File: config.mk
export PLATFORM = sky130hd
export DESIGN_NAME = decode_stage_flat
export DESIGN_NICKNAME = d
export VERILOG_FILES = /design/src/rtl/decode_stage_if.sv /design/src/rtl/decode_stage.sv /design/src/flat_wrapper.sv
export SDC_FILE = /design/constraint.sdc
export NUM_CORES = 1
export LEC_CHECK = 0
export CORE_MARGIN = 2
export CORE_UTILIZATION = 44
export CTS_CLUSTER_SIZE = 40
export DETAILED_ROUTE_END_ITERATION = 8
export PLACE_DENSITY = 0.77
export REMOVE_ABC_BUFFERS = 1
export SLEW_MARGIN = 25
export SYNTH_ARGS = -nofsm -noshare
export SYNTH_HDL_FRONTEND = slang
export SYNTH_SLANG_ARGS = --single-unit
File: constraint.sdc
create_clock -name clk -period 14.2 [get_ports clk]
set_clock_uncertainty 0.15 [all_clocks]
set_input_delay 2.84 -clock clk [delete_from_list [all_inputs] [get_ports clk]]
set_output_delay 2.84 -clock clk [all_outputs]
set_load 0.02 [all_outputs]
File: src/rtl/decode_stage_if.sv
// Fetch-side and execute-side handshake bundle for the decode stage.
// slave is the decode stage, master drives fetch and consumes execute.
interface decode_stage_if #(
    parameter int XLEN = 32
);
    logic            in_valid;
    logic            in_ready;
    logic [31:0]     in_inst;
    logic [XLEN-1:0] in_pc;

    logic              out_valid;
    logic              out_ready;
    logic [XLEN-1:0]   out_pc;
    logic [4:0]        out_rs1;
    logic [4:0]        out_rs2;
    logic [4:0]        out_rd;
    logic [2:0]        out_func3;
    logic [XLEN-1:0]   out_imm;
    logic [3:0]        out_alu_opt;
    logic [1:0]        out_left_opt;
    logic [1:0]        out_right_opt;
    logic [1:0]        out_pc_jump;
    logic              out_reg_wen;
    logic              out_mem_wen;
    logic              out_load;
    logic [XLEN/8-1:0] out_wmask;
    logic              out_word;
    logic              out_illegal;
    logic              out_ebreak;

    modport slave (
        input  in_valid, in_inst, in_pc, out_ready,
        output in_ready, out_valid, out_pc, out_rs1, out_rs2, out_rd,
        output out_func3, out_imm, out_alu_opt, out_left_opt,
        output out_right_opt, out_pc_jump, out_reg_wen, out_mem_wen,
        output out_load, out_wmask, out_word, out_illegal, out_ebreak
    );

    modport master (
        output in_valid, in_inst, in_pc, out_ready,
        input  in_ready, out_valid, out_pc, out_rs1, out_rs2, out_rd,
        input  out_func3, out_imm, out_alu_opt, out_left_opt,
        input  out_right_opt, out_pc_jump, out_reg_wen, out_mem_wen,
        input  out_load, out_wmask, out_word, out_illegal, out_ebreak
    );
endinterface

File: src/rtl/decode_stage.sv
// RV32I/RV64I decode stage: combinational decode into a DEPTH-entry
// bundle queue, with flush and a sticky halt once an ebreak drains.
module decode_stage #(
    parameter int XLEN  = 32,
    parameter int DEPTH = 2
) (
    input  logic           clk,
    input  logic           rst,
    input  logic           flush,
    decode_stage_if.slave  bus,
    output logic           halt
);
    localparam int  PW   = $clog2(DEPTH);
    localparam int  MW   = XLEN / 8;
    localparam bit  RV64 = (XLEN == 64);

    localparam logic [MW-1:0] M_B = MW'(8'h01);
    localparam logic [MW-1:0] M_H = MW'(8'h03);
    localparam logic [MW-1:0] M_W = MW'(8'h0F);

    typedef struct packed {
        logic [XLEN-1:0] pc;
        logic [4:0]      rs1;
        logic [4:0]      rs2;
        logic [4:0]      rd;
        logic [2:0]      func3;
        logic [XLEN-1:0] imm;
        logic [3:0]      alu_opt;
        logic [1:0]      left_opt;
        logic [1:0]      right_opt;
        logic [1:0]      pc_jump;
        logic            reg_wen;
        logic            mem_wen;
        logic            load;
        logic [MW-1:0]   wmask;
        logic            word;
        logic            illegal;
        logic            ebreak;
    } bundle_t;

    function automatic logic [3:0] alu_of(input logic [2:0] f3,
                                          input logic sub);
        logic [3:0] a;
        a = 4'd0;
        case (f3)
            3'b000:  a = sub ? 4'd1 : 4'd0;
            3'b001:  a = 4'd8;
            3'b010:  a = 4'd6;
            3'b011:  a = 4'd6;
            3'b100:  a = 4'd5;
            3'b101:  a = 4'd9;
            3'b110:  a = 4'd4;
            default: a = 4'd3;
        endcase
        return a;
    endfunction

    bundle_t         q [DEPTH];
    bundle_t         d;
    bundle_t         head;
    logic [PW-1:0]   wptr;
    logic [PW-1:0]   rptr;
    logic [PW:0]     count;
    logic            blocked;
    logic            push;
    logic            pop;

    logic [31:0]        inst;
    logic [6:0]         opc;
    logic [2:0]         f3;
    logic signed [31:0] imm_i;
    logic signed [31:0] imm_s;
    logic signed [31:0] imm_b;
    logic signed [31:0] imm_u;
    logic signed [31:0] imm_j;
    logic op_r, op_rw, op_i, op_iw, op_br, op_jal, op_jalr;
    logic op_ld, op_st, op_lui, op_auipc, op_sys;

    assign inst = bus.in_inst;
    assign opc  = inst[6:0];
    assign f3   = inst[14:12];

    assign imm_i = {{20{inst[31]}}, inst[31:20]};
    assign imm_s = {{20{inst[31]}}, inst[31:25], inst[11:7]};
    assign imm_b = {{19{inst[31]}}, inst[31], inst[7],
                    inst[30:25], inst[11:8], 1'b0};
    assign imm_u = {inst[31:12], 12'b0};
    assign imm_j = {{11{inst[31]}}, inst[31], inst[19:12],
                    inst[20], inst[30:21], 1'b0};

    assign op_r     = (opc == 7'b0110011);
    assign op_rw    = (opc == 7'b0111011);
    assign op_i     = (opc == 7'b0010011);
    assign op_iw    = (opc == 7'b0011011);
    assign op_br    = (opc == 7'b1100011);
    assign op_jal   = (opc == 7'b1101111);
    assign op_jalr  = (opc == 7'b1100111);
    assign op_ld    = (opc == 7'b0000011);
    assign op_st    = (opc == 7'b0100011);
    assign op_lui   = (opc == 7'b0110111);
    assign op_auipc = (opc == 7'b0010111);
    assign op_sys   = (opc == 7'b1110011);

    // Decode the incoming word into a bundle by instruction class.
    always_comb begin
        d         = '0;
        d.pc      = bus.in_pc;
        d.rs1     = inst[19:15];
        d.rs2     = inst[24:20];
        d.rd      = inst[11:7];
        d.func3   = f3;
        d.pc_jump = 2'd3;
        unique case (1'b1)
            op_r, op_rw: begin
                d.right_opt = 2'd2;
                d.alu_opt   = alu_of(f3, inst[30]);
                d.reg_wen   = 1'b1;
                d.word      = op_rw;
                d.illegal   = op_rw && !RV64;
            end
            op_i, op_iw: begin
                d.imm     = XLEN'(imm_i);
                d.alu_opt = alu_of(f3, 1'b0);
                d.reg_wen = 1'b1;
                d.word    = op_iw;
                d.illegal = (op_iw && !RV64) ||
                            (!RV64 && f3[1:0] == 2'b01 && inst[25]);
            end
            op_br: begin
                d.imm       = XLEN'(imm_b);
                d.right_opt = 2'd2;
                d.alu_opt   = (f3[2:1] == 2'b00) ? 4'd7 : 4'd6;
                d.pc_jump   = 2'd2;
            end
            op_jal, op_jalr: begin
                d.imm       = op_jal ? XLEN'(imm_j) : XLEN'(imm_i);
                d.left_opt  = 2'd1;
                d.right_opt = 2'd1;
                d.pc_jump   = op_jal ? 2'd0 : 2'd1;
                d.reg_wen   = 1'b1;
            end
            op_ld: begin
                d.imm     = XLEN'(imm_i);
                d.load    = 1'b1;
                d.reg_wen = 1'b1;
                d.illegal = (f3 == 3'b111) ||
                            (!RV64 && (f3 == 3'b011 || f3 == 3'b110));
            end
            op_st: begin
                d.imm     = XLEN'(imm_s);
                d.mem_wen = 1'b1;
                case (f3)
                    3'b000:  d.wmask = M_B;
                    3'b001:  d.wmask = M_H;
                    3'b010:  d.wmask = M_W;
                    3'b011:  begin
                        d.wmask   = '1;
                        d.illegal = !RV64;
                    end
                    default: d.illegal = 1'b1;
                endcase
            end
            op_lui: begin
                d.imm       = XLEN'(imm_u);
                d.left_opt  = 2'd2;
                d.right_opt = 2'd3;
                d.reg_wen   = 1'b1;
            end
            op_auipc: begin
                d.imm      = XLEN'(imm_u);
                d.left_opt = 2'd1;
                d.reg_wen  = 1'b1;
            end
            op_sys: begin
                d.ebreak  = (inst == 32'h0010_0073);
                d.illegal = !d.ebreak;
            end
            default: d.illegal = 1'b1;
        endcase
        if (d.illegal) begin
            d.reg_wen = 1'b0;
            d.mem_wen = 1'b0;
            d.load    = 1'b0;
            d.wmask   = '0;
            d.pc_jump = 2'd3;
        end
        if (d.rd == 5'd0)
            d.reg_wen = 1'b0;
    end

    assign bus.in_ready  = (count != DEPTH[PW:0]) && !blocked && !halt;
    assign bus.out_valid = (count != '0);
    assign push = bus.in_valid && bus.in_ready;
    assign pop  = bus.out_valid && bus.out_ready;
    assign head = bus.out_valid ? q[rptr] : '0;

    // Store accepted bundles; contents need no reset since head is gated.
    always_ff @(posedge clk) begin
        if (push && !flush && !rst)
            q[wptr] <= d;
    end

    // Queue pointers, occupancy, ebreak blocking and sticky halt.
    always_ff @(posedge clk) begin
        if (rst) begin
            wptr    <= '0;
            rptr    <= '0;
            count   <= '0;
            blocked <= 1'b0;
            halt    <= 1'b0;
        end else if (flush) begin
            wptr    <= '0;
            rptr    <= '0;
            count   <= '0;
            blocked <= 1'b0;
        end else begin
            if (push) begin
                wptr <= wptr + 1'b1;
                if (d.ebreak)
                    blocked <= 1'b1;
            end
            if (pop) begin
                rptr <= rptr + 1'b1;
                if (head.ebreak)
                    halt <= 1'b1;
            end
            if (push && !pop)
                count <= count + 1'b1;
            else if (pop && !push)
                count <= count - 1'b1;
        end
    end

    assign bus.out_pc        = head.pc;
    assign bus.out_rs1       = head.rs1;
    assign bus.out_rs2       = head.rs2;
    assign bus.out_rd        = head.rd;
    assign bus.out_func3     = head.func3;
    assign bus.out_imm       = head.imm;
    assign bus.out_alu_opt   = head.alu_opt;
    assign bus.out_left_opt  = head.left_opt;
    assign bus.out_right_opt = head.right_opt;
    assign bus.out_pc_jump   = head.pc_jump;
    assign bus.out_reg_wen   = head.reg_wen;
    assign bus.out_mem_wen   = head.mem_wen;
    assign bus.out_load      = head.load;
    assign bus.out_wmask     = head.wmask;
    assign bus.out_word      = head.word;
    assign bus.out_illegal   = head.illegal;
    assign bus.out_ebreak    = head.ebreak;
endmodule
File: src/flat_wrapper.sv
// flat-port wrapper written by rule: the top's interface ports become plain ports
module decode_stage_flat 
#(
    parameter int XLEN  = 32,
    parameter int DEPTH = 2
)
  (clk, rst, flush, halt, bus_in_valid, bus_in_inst, bus_in_pc, bus_out_ready, bus_in_ready, bus_out_valid, bus_out_pc, bus_out_rs1, bus_out_rs2, bus_out_rd, bus_out_func3, bus_out_imm, bus_out_alu_opt, bus_out_left_opt, bus_out_right_opt, bus_out_pc_jump, bus_out_reg_wen, bus_out_mem_wen, bus_out_load, bus_out_wmask, bus_out_word, bus_out_illegal, bus_out_ebreak);
  decode_stage_if #(.XLEN(XLEN)) bus_i ();
  input  logic clk;
  input  logic rst;
  input  logic flush;
  output logic halt;
  input wire logic [$bits(bus_i.in_valid)-1:0] bus_in_valid;
  input wire logic [$bits(bus_i.in_inst)-1:0] bus_in_inst;
  input wire logic [$bits(bus_i.in_pc)-1:0] bus_in_pc;
  input wire logic [$bits(bus_i.out_ready)-1:0] bus_out_ready;
  output wire logic [$bits(bus_i.in_ready)-1:0] bus_in_ready;
  output wire logic [$bits(bus_i.out_valid)-1:0] bus_out_valid;
  output wire logic [$bits(bus_i.out_pc)-1:0] bus_out_pc;
  output wire logic [$bits(bus_i.out_rs1)-1:0] bus_out_rs1;
  output wire logic [$bits(bus_i.out_rs2)-1:0] bus_out_rs2;
  output wire logic [$bits(bus_i.out_rd)-1:0] bus_out_rd;
  output wire logic [$bits(bus_i.out_func3)-1:0] bus_out_func3;
  output wire logic [$bits(bus_i.out_imm)-1:0] bus_out_imm;
  output wire logic [$bits(bus_i.out_alu_opt)-1:0] bus_out_alu_opt;
  output wire logic [$bits(bus_i.out_left_opt)-1:0] bus_out_left_opt;
  output wire logic [$bits(bus_i.out_right_opt)-1:0] bus_out_right_opt;
  output wire logic [$bits(bus_i.out_pc_jump)-1:0] bus_out_pc_jump;
  output wire logic [$bits(bus_i.out_reg_wen)-1:0] bus_out_reg_wen;
  output wire logic [$bits(bus_i.out_mem_wen)-1:0] bus_out_mem_wen;
  output wire logic [$bits(bus_i.out_load)-1:0] bus_out_load;
  output wire logic [$bits(bus_i.out_wmask)-1:0] bus_out_wmask;
  output wire logic [$bits(bus_i.out_word)-1:0] bus_out_word;
  output wire logic [$bits(bus_i.out_illegal)-1:0] bus_out_illegal;
  output wire logic [$bits(bus_i.out_ebreak)-1:0] bus_out_ebreak;
  assign bus_i.in_valid = bus_in_valid;
  assign bus_i.in_inst = bus_in_inst;
  assign bus_i.in_pc = bus_in_pc;
  assign bus_i.out_ready = bus_out_ready;
  assign bus_in_ready = bus_i.in_ready;
  assign bus_out_valid = bus_i.out_valid;
  assign bus_out_pc = bus_i.out_pc;
  assign bus_out_rs1 = bus_i.out_rs1;
  assign bus_out_rs2 = bus_i.out_rs2;
  assign bus_out_rd = bus_i.out_rd;
  assign bus_out_func3 = bus_i.out_func3;
  assign bus_out_imm = bus_i.out_imm;
  assign bus_out_alu_opt = bus_i.out_alu_opt;
  assign bus_out_left_opt = bus_i.out_left_opt;
  assign bus_out_right_opt = bus_i.out_right_opt;
  assign bus_out_pc_jump = bus_i.out_pc_jump;
  assign bus_out_reg_wen = bus_i.out_reg_wen;
  assign bus_out_mem_wen = bus_i.out_mem_wen;
  assign bus_out_load = bus_i.out_load;
  assign bus_out_wmask = bus_i.out_wmask;
  assign bus_out_word = bus_i.out_word;
  assign bus_out_illegal = bus_i.out_illegal;
  assign bus_out_ebreak = bus_i.out_ebreak;
  decode_stage #(.XLEN(XLEN), .DEPTH(DEPTH)) u_core (.clk(clk), .rst(rst), .flush(flush), .bus(bus_i), .halt(halt));
endmodule
[Yosys cells after proc, flatten, opt, wreduce, memory -nomap -nowiden]
Memories as Yosys holds them, arrays and structs flattened. A register that Yosys moved wholly into a read port is not among the register bits.
Index checks and enable logic that the tools add are counted.
Storage, ports and cells
  memories: 1
  word-level logic and storage cells: 100
  flip-flop bits (word level): 6
  output and inout port bits: 105
  RAM bits: 204
Operators by class
  mux-type cells: 29
  $add $sub $neg: 4
  reduce and logical (&&, ||, !) cells: 38
  bitwise logic cells: 1
  eq/ne operators: 22
Memory list
  u_core.q: depth 2, width 102, rd ports 1, clocked after Yosys merged registers in 1, wr ports 1, RTL line decode_stage.sv:58  | bundle_t q [DEPTH];
Operator list (count)
  $pmux 32 s5: 1
  $mux 102: 1
  $pmux 4 s6: 2
  $eq 32x21->1 const B: 1
  $eq 7x6->1 const B: 4
  $eq 7x7->1 const B: 4
  $pmux 4 s3: 2
  $eq 7x5->1 const B: 3
  $mux 20: 1
  $mux 1: 13
  $eq 3x3->1 const B: 4
  $reduce_or 2->1: 6
  $reduce_or 3->1: 4
  $logic_and 1x1->1: 9
  $mux 9: 1
  $reduce_or 9->1: 1
  $pmux 2 s2: 2
  $eq 7x2->1 const B: 1
  $logic_not 1->1: 7
  $eq 3x2->1 const B: 2
  $pmux 1 s6: 1
  $pmux 2 s3: 1
  $logic_not 5->1: 1
  $reduce_or 5->1: 1
  other kinds (16): 21

[Logic depth before layout (Yosys ltp)]
Gate-level depths: netlist (run 1).
  depth in word-level cells: 8
  gate-level depth with buffers: 7
  gate-level depth less buffers: 7

[Worst setup path after synthesis (run 1)]
Ideal clock, no wire load.
  path type: input port to flip-flop
  from: input port bus_in_valid
  to: memory u_core.q[0][0] in the netlist's numbering (enable)
  stages: 4
  buffers on the path: 0
  path slack: 5889 ps
  required time: 13488 ps
  arrival: 7599 ps
  cell sequence: inv_1 -> a2111oi_4 -> nand2_1 -> nor2_1
Between the ends
  cells in the longest elaborated chain, start to end: 5
Ends and longest elaborated chain
  start, declared: RTL line flat_wrapper.sv:13  | input wire logic [$bits(bus_i.in_valid)-1:0] bus_in_valid;
  $logic_and 1x1->1: RTL line decode_stage.sv:193  | assign push = bus.in_valid && bus.in_ready;
  via u_core.push: RTL line decode_stage.sv:65  | logic push;
  $logic_and 1x1->1 (2 in series): RTL line decode_stage.sv:199  | if (push && !flush && !rst)
  $mux 1: RTL line decode_stage.sv:199
  $mux 1 (not written as such): RTL line decode_stage.sv:200  | q[wptr] <= d;
  end, declared: RTL line decode_stage.sv:58
The timed path passes the listed nets, and every way through them passes these cells.

==> results.py, run 1 <==
metrics = {
    "outcome": {
        "status": "finished, final reports clean",
    },
    "clocking": {
        "cts_setup_buffers": 0,
        "cts_buffers": 22,
        "insertion_delay_ns": 0.49,
        "cts_tree": "built",
        "root_buffer": "clkbuf_16",
        "clockBufferDepth": 3,
        "postCtsResizedCells": 0,
        "ctsHtreeMaxLevel": 1,
        "clkSinkCount": 209,
        "path_clk_slew_ns": 0.06,
        "postCtsHoldBufs": 0,
    },
    "route": {
        "route.detailed.drc": 0,
        "ant_nets": 0,
        "vias": 5555,
        "routed_wl_mm": 19.4,
        "dr.pass1.iters": 5,
        "wl_per_cell_microns": 18.3,
        "routed_via_density": 5.25,
        "drt-initial-drc-count": 436,
    },
    "yosys": {
        "synth_edf_count": 202,
        "syn_area_sq_um": 8760,
        "synth_cell_types": 48,
        "syn_inst": 608,
        "synth_seq_area_share_pct": 70.8,
        "synth-main-ff-cell": "edfxtp_1",
        "synth_async_sr_flop_share_pct": 0,
        "synth-seq-cells": 209,
        "synth_area_per_cell_sq_um": 14.4,
        "yosys_warnings": 0,
    },
    "critical_path": {
        "r2r-start": "u_core.count[0]$_SDFFE_PP0P_",
        "critPathKind": "flop to output pin",
        "crit_end": "bus_out_imm[1]",
        "end_kind": "output pin",
        "rr_worst_depth": 4,
        "r2r_setup_slack_ns": 11.11,
        "worstPathRequired_ns": 11.21,
        "cp.arrival_ns": 3.35,
        "cp-start-kind": "flop",
        "critPathMaxFanout": 54,
        "r2r-end": "u_core.q[1][71]$_DFFE_PP_",
    },
    "place": {
        "io_buffers": 173,
        "gp_congestion": 0.831,
        "dp.cells": 1020,
        "place_hpwl_mm": 12.6,
    },
    "cells_and_area": {
        "area_growth_pct": 31.1,
        "drive_gt1_share_pct": 6.18,
        "fillers": 1559,
        "layoutNonFillerInstCount": 1059,
        "final_core_util_pct": 58.8,
        "seq_area_sq_um": 6210,
        "fin_nets": 849,
        "multi_input_area_sq_um": 2390,
    },
    "sta": {
        "period_share_pct": 44.6,
        "min_period_ns": 6.34,
        "hold_viol": 0,
        "max_freq_mhz": 158,
        "drv_slew": 0,
        "maxSlewHeadroom_pct": 35.5,
        "setup_violations": 0,
        "setup_tns_ns": 0,
        "tightest_slew_ns": 0.965,
        "rsz0062_at_grt": "no",
    },
    "die": {
        "die_w_microns": 145,
        "rows": 51,
        "initial_core_util_pct": 44.9,
        "core_sq_um": 19500,
        "die_area_sq_um": 21100,
        "ios": 174,
        "fp.dieH_microns": 145,
    },
    "power_and_ir_drop": {
        "ir_worst_vdd_uv": 95.2,
        "p_leak_uw": 0.00386,
        "powerDensity_nw_per_um2": 126,
    },
    "global_route": {
        "grt_first_pass_wirelength_mm": 30.0,
        "antenna_found_initial": 1,
        "grt_start_max_net_pins": 66,
        "grt_pass1_vias": 5410,
        "gr-total-overflow": 0,
        "grtUsageTotal_pct": 17.9,
    },
    "run": {
        "drv_cap": 0,
    },
    "worst_hold_path": {
        "min_delay_path_depth": 2,
        "hold_path.class": "flop to flop",
    },
}
critical path: stages, from the launching register on:
cell and delay [ns]:
dfxtp_4 0.88, buf_4 0.84, mux2i_1 0.29, nor2_1 0.16, clkdlybuf4s50_1 0.62
power by group:
part | internal [uW] | switching (uW)
Clock | 357 | 225
Sequential | 687 | 6.47
Combinational | 79.0 | 98.4
flip-flops by register name, summed over array words and instances, names as in the netlist, named ones only:
signal,flops
u_core.q,202
u_core.count,2
u_core.blocked,1
u_core.halt,1
u_core.rptr,1
u_core.wptr,1
layer usage:
metal  up-vias  share of wire (%)  global-route usage, %
met1      2695                 43                   24.4
li1       2614                  -                      -
met3        37                7.2                   3.99
met4         0                1.7                   4.22
met2       209                 48                   29.4
met5         -                  0                      0
cells in the final DEF, fill, tap and decap left out, types with 7 or more instances in the layout:
cell type and instances:
a21oi_1 7, o21ai_0 25, and2_1 9, clkdlybuf4s50_1 173, nor2_1 115, clkbuf_16 22, inv_1 12, mux2i_1 102
nand2_1 9, edfxtp_1 202, nor3_1 9, a21o_1 13
per-stage QoR:
| step | total power, uW | area [sq um] | hold slack (ns) | setup WS [ns] |
|---|---|---|---|---|
| after global routing | 1500 | 11500 | 0.431 | 7.71 |
| final | 1450 | 11500 | 0.398 | 7.86 |
| after floorplan | 797 | 8610 | 0.327 | 5.89 |
| after CTS | 1470 | 11500 | 0.399 | 7.82 |
| after global placement | 882 | 10800 | 0.366 | 8.32 |
| after detailed placement | 885 | 10800 | 0.390 | 8.33 |
layout make-up:
| cell class | instances | share of cell area [%] |
|---|---|---|
| antenna | 1 | 0.0218 |
| clock buffer | 26 | 4.92 |
| clock inverter | 12 | 1.46 |
| inverter | 12 | 0.392 |
| multi-input combinational | 355 | 20.8 |
| sequential | 209 | 54.1 |
| tap | 265 | 2.89 |
| timing repair buffer | 179 | 15.5 |
cell usage after synthesis (6+ instances only):
master	count	area [sq um]
nor3_1	10	50.1
buf_2	14	70.1
o21ai_0	25	125
nor2_1	117	439
inv_1	12	45.0
edfxtp_1	202	6070
nand2_1	9	33.8
clkbuf_1	15	56.3
and3_1	7	43.8
a21oi_1	7	35.0
a22o_1	6	52.6
a21o_1	13	97.6
mux2i_1	102	1020
dfxtp_1	7	140
nor4_1	6	37.5
and2_1	9	56.3
cell families (layout without fill, tap and decap cells):
logic type / Yosys count / in the layout / synth area share (%)
flip-flops: 209 / 209 / 70.8
buffers and inverters: 44 / 229 / 2.17
XOR/XNOR: 5 / 5 / 0.500
adder cells (fa/ha/maj): 1 / 1 / 0.143
multiplexers: 102 / 102 / 11.7
AO/OA/AOI/OAI: 69 / 69 / 5.41
other: 0 / 1 / 0
AND/OR/NAND/NOR: 178 / 178 / 9.27
worst min-delay path by stage:
stage | start | to | slack [ns]
2_1_floorplan | u_core.blocked$_SDFFE_PP0P_ | u_core.blocked$_SDFFE_PP0P_ | 0.33
3_3_place_gp | u_core.blocked$_SDFFE_PP0P_ | u_core.blocked$_SDFFE_PP0P_ | 0.37
3_5_place_dp | u_core.blocked$_SDFFE_PP0P_ | u_core.blocked$_SDFFE_PP0P_ | 0.39
4_1_cts | u_core.blocked$_SDFFE_PP0P_ | u_core.blocked$_SDFFE_PP0P_ | 0.40
5_1_grt | u_core.blocked$_SDFFE_PP0P_ | u_core.blocked$_SDFFE_PP0P_ | 0.43
6_report | u_core.blocked$_SDFFE_PP0P_ | u_core.blocked$_SDFFE_PP0P_ | 0.40
No activity file was read; power rests on OpenSTA's default activity.
==> inputs of run 2 (changes only) <==
PLACE_DENSITY = 0.8   (was 0.77)
clock period = 5.7 ns   (was 14.2 ns; I/O delays follow)
==> run 2 against run 1 <==
  * Flip-flop and latch count is the same
  * Wire length grew 2.9%
  * Power grew 140%
  * Utilization shrank 0.19 points
  * Worst setup slack lost 6.2 ns
  * Combinational power grew to 2.6 times the previous value
  * Clock-buffer cell count grew 1
  * Global-route usage grew 0.43 points
  * First-iteration DRC count shrank 12%
  * Sequential share of layout area grew 0.18 points
  * Register-to-register slack lost 8.1 ns
  * Sequential power grew 150%
==> results.py, run 2 (same netlist as run 1, synthesis figures left out) <==
metrics = {
    "cells_and_area": {
        "antenna_cells": 0,
        "seq_area_sq_um": 6210,
        "layoutNonFillerInstCount": 1060,
        "multi_input_area_sq_um": 2390,
        "fillers": 1590,
        "layout_common_cells": "202 x edfxtp_1, 173 x clkdlybuf4s50_1, 115 x nor2_1",
        "drive_gt1_share_pct": 5.53,
        "largest_reg_flops": 202,
        "top_register": "u_core.q",
        "final_core_util_pct": 58.6,
        "fin_nets": 851,
        "area_growth_pct": 30.7,
        "top_regs": "u_core.q: 202 flops, u_core.count: 2 flops",
        "layout_commonest_cell": "edfxtp_1",
    },
    "power_and_ir_drop": {
        "power.switching_uw": 799,
        "switching_share_pct": 23.0,
        "p_int_uw": 2680,
        "combPwrFrac_pct": 13.0,
        "ir_worst_vdd_uv": 166,
        "powerDensity_nw_per_um2": 304,
        "p_clk_share_pct": 37.4,
        "p_leak_uw": 0.00384,
        "power_uw": 3480,
        "seqPwrFrac_pct": 49.6,
    },
    "clocking": {
        "clkSinkCount": 209,
        "cts_tree": "built",
        "insertion_delay_ns": 0.48,
        "path_clk_slew_ns": 0.06,
        "root_buffer": "clkbuf_16",
        "ctsHtreeMaxLevel": 1,
        "cts_setup_buffers": 0,
        "cts_buffers": 22,
        "postCtsHoldBufs": 0,
        "postCtsResizedCells": 0,
        "clockBufferDepth": 3,
    },
    "critical_path": {
        "critical_path.max_stage_delay_ns": 0.74,
        "r2r-start": "u_core.count[0]$_SDFFE_PP0P_",
        "worstPathRequired_ns": 4.41,
        "rr_worst_depth": 4,
        "critPathMaxFanout": 33,
        "cp-start-kind": "flop",
        "crit_chain": "buf_4 -> mux2i_1 -> nor2_1 -> clkdlybuf4s50_1",
        "critPathKind": "flop to output pin",
        "r2r_setup_slack_ns": 3.03,
        "critPathSlowestCell": "dfxtp_4",
        "r2r-end": "u_core.q[1][77]$_DFFE_PP_",
        "cp.arrival_ns": 2.77,
        "end_kind": "output pin",
    },
    "place": {
        "dp.cells": 1022,
        "gp_congestion": 0.877,
        "place_hpwl_mm": 13.1,
        "io_buffers": 173,
    },
    "worst_hold_path": {
        "whs_endpoint": "u_core.blocked$_SDFFE_PP0P_",
        "min_delay_path_depth": 2,
        "min_from": "u_core.blocked$_SDFFE_PP0P_",
        "hold_path.class": "flop to flop",
    },
    "route": {
        "route.detailed.drc": 0,
        "routed_wl_mm": 20.0,
        "routed_via_density": 5.26,
        "wl_per_cell_microns": 18.9,
        "ant_nets": 0,
        "drt-initial-drc-count": 383,
        "dr.pass1.iters": 4,
        "vias": 5575,
    },
    "global_route": {
        "grt_first_pass_wirelength_mm": 30.8,
        "grt_start_max_net_pins": 66,
        "grtUsageTotal_pct": 18.3,
        "antenna_found_initial": 0,
        "gr-total-overflow": 0,
        "grt_pass1_vias": 5712,
    },
    "sta": {
        "drv_slew": 0,
        "period_share_pct": 71.2,
        "setup_tns_ns": 0,
        "min_period_ns": 4.06,
        "setup_violations": 0,
        "maxSlewHeadroom_pct": 38.2,
        "rsz0062_at_grt": "no",
        "tightest_slew_ns": 0.922,
        "max_freq_mhz": 246,
        "hold_viol": 0,
    },
    "die": {
        "die_area_sq_um": 21100,
        "rows": 51,
        "fp.dieH_microns": 145,
        "initial_core_util_pct": 44.9,
        "die_w_microns": 145,
        "ios": 174,
        "core_sq_um": 19500,
    },
    "outcome": {
        "status": "finished, final reports clean",
    },
    "run": {
        "drv_cap": 0,
    },
}
==> run 2: worst max-delay path by stage <==
stage	from	end	slack (ns)	cells after the start
finish	flop	bus_out_left_opt[0]	1.64	4
global route	flop	bus_out_illegal	1.52	4
CTS	flop	bus_out_imm[3]	1.61	4
detailed placement	bus_in_inst[6]	u_core.q[0][14]$_DFFE_PP_	1.94	6
global placement	bus_in_valid	u_core.q[1][3]$_DFFE_PP_	2.01	5
floorplan	bus_in_valid	u_core.q[0][0]$_DFFE_PP_	-0.91	4
==> run 2: final cells by class <==
cell class              instances  area share, %
flip-flops and latches        209           54.2
multi-input cells             355           20.9
clock buffers                  27           5.16
repair buffers                181           15.9
well taps                     265           2.90
clock inverters                11          0.590
inverters                      12          0.393
==> run 2: metal layers <==
| layer | track usage (%) | wire length [microns] | up-vias | share of wire [%] |
|---|---|---|---|---|
| met3 | 3.02 | 1210 | 29 | 6.1 |
| li1 | - | - | 2620 | - |
| met5 | 0 | 0 | - | 0 |
| met4 | 4.46 | 395 | 0 | 2.0 |
| met1 | 24.0 | 8300 | 2733 | 41 |
| met2 | 31.9 | 10100 | 193 | 50 |
==> run 2: worst max-delay path, delay by kind of cell, from the launching register on <==
kind          cells  cell delay [ns]
simple gates      1             0.07
mux               1             0.33
buf+inv           2             1.09
flops             1             0.74
==> run 2: through the flow <==
| stage | area (sq um) | setup WS [ns] | hold slack (ns) |
|---|---|---|---|
| 2_1_floorplan | 8610 | -0.911 | 0.327 |
| 3_3_place_gp | 10800 | 2.01 | 0.357 |
| 3_5_place_dp | 10800 | 1.94 | 0.365 |
| 4_1_cts | 11400 | 1.61 | 0.372 |
| 5_1_grt | 11400 | 1.52 | 0.392 |
| 6_report | 11400 | 1.64 | 0.372 |
==> run 2: power by group through the flow <==
stage          Sequential [uW]  Clock [uW]  Combinational (uW)
6_report                  1720        1300                 453
5_1_grt                   1730        1400                 483
4_1_cts                   1720        1340                 458
3_5_place_dp              1760           0                 456
3_3_place_gp              1760           0                 449
2_1_floorplan             1760           0                 220
==> inputs of run 3 (changes only) <==
PLACE_DENSITY = 0.77   (was 0.8)
clock period = 3.9 ns   (was 5.7 ns; I/O delays follow)
==> run 3 against run 2 <==
  * Via count up 0.39%
  * Non-clock buffer count up 6
  * Combinational power up 48%
  * Largest cell class unchanged
==> results.py, run 3 (same netlist as run 1, synthesis figures left out) <==
metrics = {
    "sta": {
        "min_period_ns": 3.58,
        "max_freq_mhz": 280,
        "rsz0062_at_grt": "no",
        "layout_setup_ws_ns": 0.325,
        "drv_slew": 0,
        "maxSlewHeadroom_pct": 57.8,
        "hold_viol": 0,
        "setup_violations": 0,
        "tightest_slew_ns": 0.633,
        "period_share_pct": 91.7,
    },
    "die": {
        "rows": 51,
        "core_sq_um": 19500,
        "die_w_microns": 145,
        "ios": 174,
        "initial_core_util_pct": 44.9,
        "fp.dieH_microns": 145,
        "die_area_sq_um": 21100,
    },
    "cells_and_area": {
        "layout_commonest_cell": "edfxtp_1",
        "top_register": "u_core.q",
        "top_regs": "u_core.q: 202 flops, u_core.count: 2 flops",
        "layout_common_cells": "202 x edfxtp_1, 173 x clkdlybuf4s50_1, 115 x nor2_1",
        "antenna_cells": 0,
        "drive_gt1_share_pct": 6.73,
        "multi_input_area_sq_um": 2390,
        "area_growth_pct": 31.7,
        "largest_reg_flops": 202,
        "seq_area_sq_um": 6210,
        "fin_nets": 858,
        "stdcell_area_sq_um": 11500,
        "fillers": 1577,
    },
    "global_route": {
        "grt_pass1_vias": 5533,
        "grtUsageTotal_pct": 18.1,
        "gr-total-overflow": 0,
        "grt_first_pass_wirelength_mm": 30.5,
        "grt_start_max_net_pins": 102,
        "antenna_found_initial": 0,
    },
    "place": {
        "post-place-ws_ns": 0.805,
        "placed_area_sq_um": 10900,
        "place_hpwl_mm": 12.6,
        "gp_congestion": 0.881,
        "io_buffers": 173,
    },
    "critical_path": {
        "critPathMaxFanout": 38,
        "end_kind": "output pin",
        "cp.arrival_ns": 2.65,
        "worstPathRequired_ns": 2.97,
        "startpoint": "u_core.count[1]$_SDFFE_PP0P_",
        "critPathKind": "flop to output pin",
        "crit_family": "buffers and inverters",
        "critical_path.max_stage_delay_ns": 0.58,
        "critPathSlowestCell": "clkdlybuf4s50_1",
        "rr_worst_depth": 5,
        "path_buf_inv": 2,
        "r2r-end": "u_core.q[0][65]$_DFFE_PP_",
        "cp-start-kind": "flop",
        "crit_cells": 4,
        "r2r-start": "u_core.count[0]$_SDFFE_PP0P_",
        "crit_chain": "nor2_4 -> buf_4 -> nor2_1 -> clkdlybuf4s50_1",
        "r2r_setup_slack_ns": 1.45,
        "crit_end": "bus_out_imm[19]",
    },
    "clocking": {
        "postCtsResizedCells": 0,
        "cts_setup_buffers": 0,
        "clockBufferDepth": 3,
        "root_buffer": "clkbuf_16",
        "cts_buffers": 23,
        "clkSinkCount": 209,
        "ctsHtreeMaxLevel": 1,
        "path_clk_slew_ns": 0.06,
        "cts_tree": "built",
        "insertion_delay_ns": 0.50,
        "postCtsHoldBufs": 0,
    },
    "worst_hold_path": {
        "hold_path.class": "flop to flop",
    },
    "power_and_ir_drop": {
        "ir_worst_vdd_uv": 334,
        "p_leak_uw": 0.00388,
        "powerDensity_nw_per_um2": 445,
    },
    "route": {
        "routed_via_density": 5.25,
        "dr.pass1.iters": 5,
        "routed_wl_mm": 19.5,
        "vias": 5597,
        "ant_nets": 0,
        "drt-initial-drc-count": 439,
        "route.detailed.drc": 0,
        "wl_per_cell_microns": 18.3,
    },
    "outcome": {
        "status": "finished, final reports clean",
    },
    "run": {
        "drv_cap": 0,
    },
}
-- run 3: cell count changes in the layout (fill, tap and decap cells not counted), sizes merged --
| cell | before | now |
|---|---|---|
| buf | 8 | 14 |
| clkbuf | 27 | 29 |
| clkinv | 10 | 7 |
| clkinvlp | 0 | 1 |
| inv | 12 | 13 |
-- run 3: layout make-up --
type | instances | area share, %
Timing Repair Buffer | 187 | 16.4
Multi-Input combinational cell | 355 | 20.7
Tap cell | 265 | 2.87
Clock inverter | 10 | 0.651
Sequential cell | 209 | 53.8
Clock buffer | 29 | 5.18
Inverter | 12 | 0.390
-- run 3: through the flow --
stage               util (%)  setup TNS, ns  total power, uW  std cells  hold WS [ns]
CTS                     59.1              0             5190       1067         0.368
detailed placement      55.6              0             3240       1028         0.361
global route            59.1              0             5330       1067         0.406
floorplan                  -        -397.24             2900        576         0.327
global placement        55.6              0             3230       1028         0.366
finish                  59.1              0             5140       1067         0.372
-- run 3: worst min path at each step --
stage	endpoint	cells past startpoint	from	slack [ns]
finish	u_core.blocked$_SDFFE_PP0P_	2	u_core.blocked$_SDFFE_PP0P_	0.37
global route	u_core.blocked$_SDFFE_PP0P_	2	u_core.blocked$_SDFFE_PP0P_	0.41
CTS	u_core.blocked$_SDFFE_PP0P_	2	u_core.blocked$_SDFFE_PP0P_	0.37
global placement	u_core.blocked$_SDFFE_PP0P_	2	u_core.blocked$_SDFFE_PP0P_	0.37
detailed placement	u_core.blocked$_SDFFE_PP0P_	2	u_core.blocked$_SDFFE_PP0P_	0.36
floorplan	u_core.blocked$_SDFFE_PP0P_	2	u_core.blocked$_SDFFE_PP0P_	0.33
-- run 3: layer usage --
metal,wire (microns),global-route usage (%)
met5,0,0
met4,346,3.82
met3,1370,3.33
met2,9450,30.7
met1,8370,24.6
-- run 3: where the power goes --
| part | total, uW | switching (uW) | internal [uW] |
|---|---|---|---|
| combinational | 670 | 373 | 297 |
| sequential | 2520 | 15.7 | 2500 |
| clock | 1950 | 808 | 1140 |
-- run 3: tightest hold or removal path, stage by stage (launching register included) --
cell,delay [ns]
dfxtp_1,0.34
nand2_1,0.07
o31ai_1,0.06
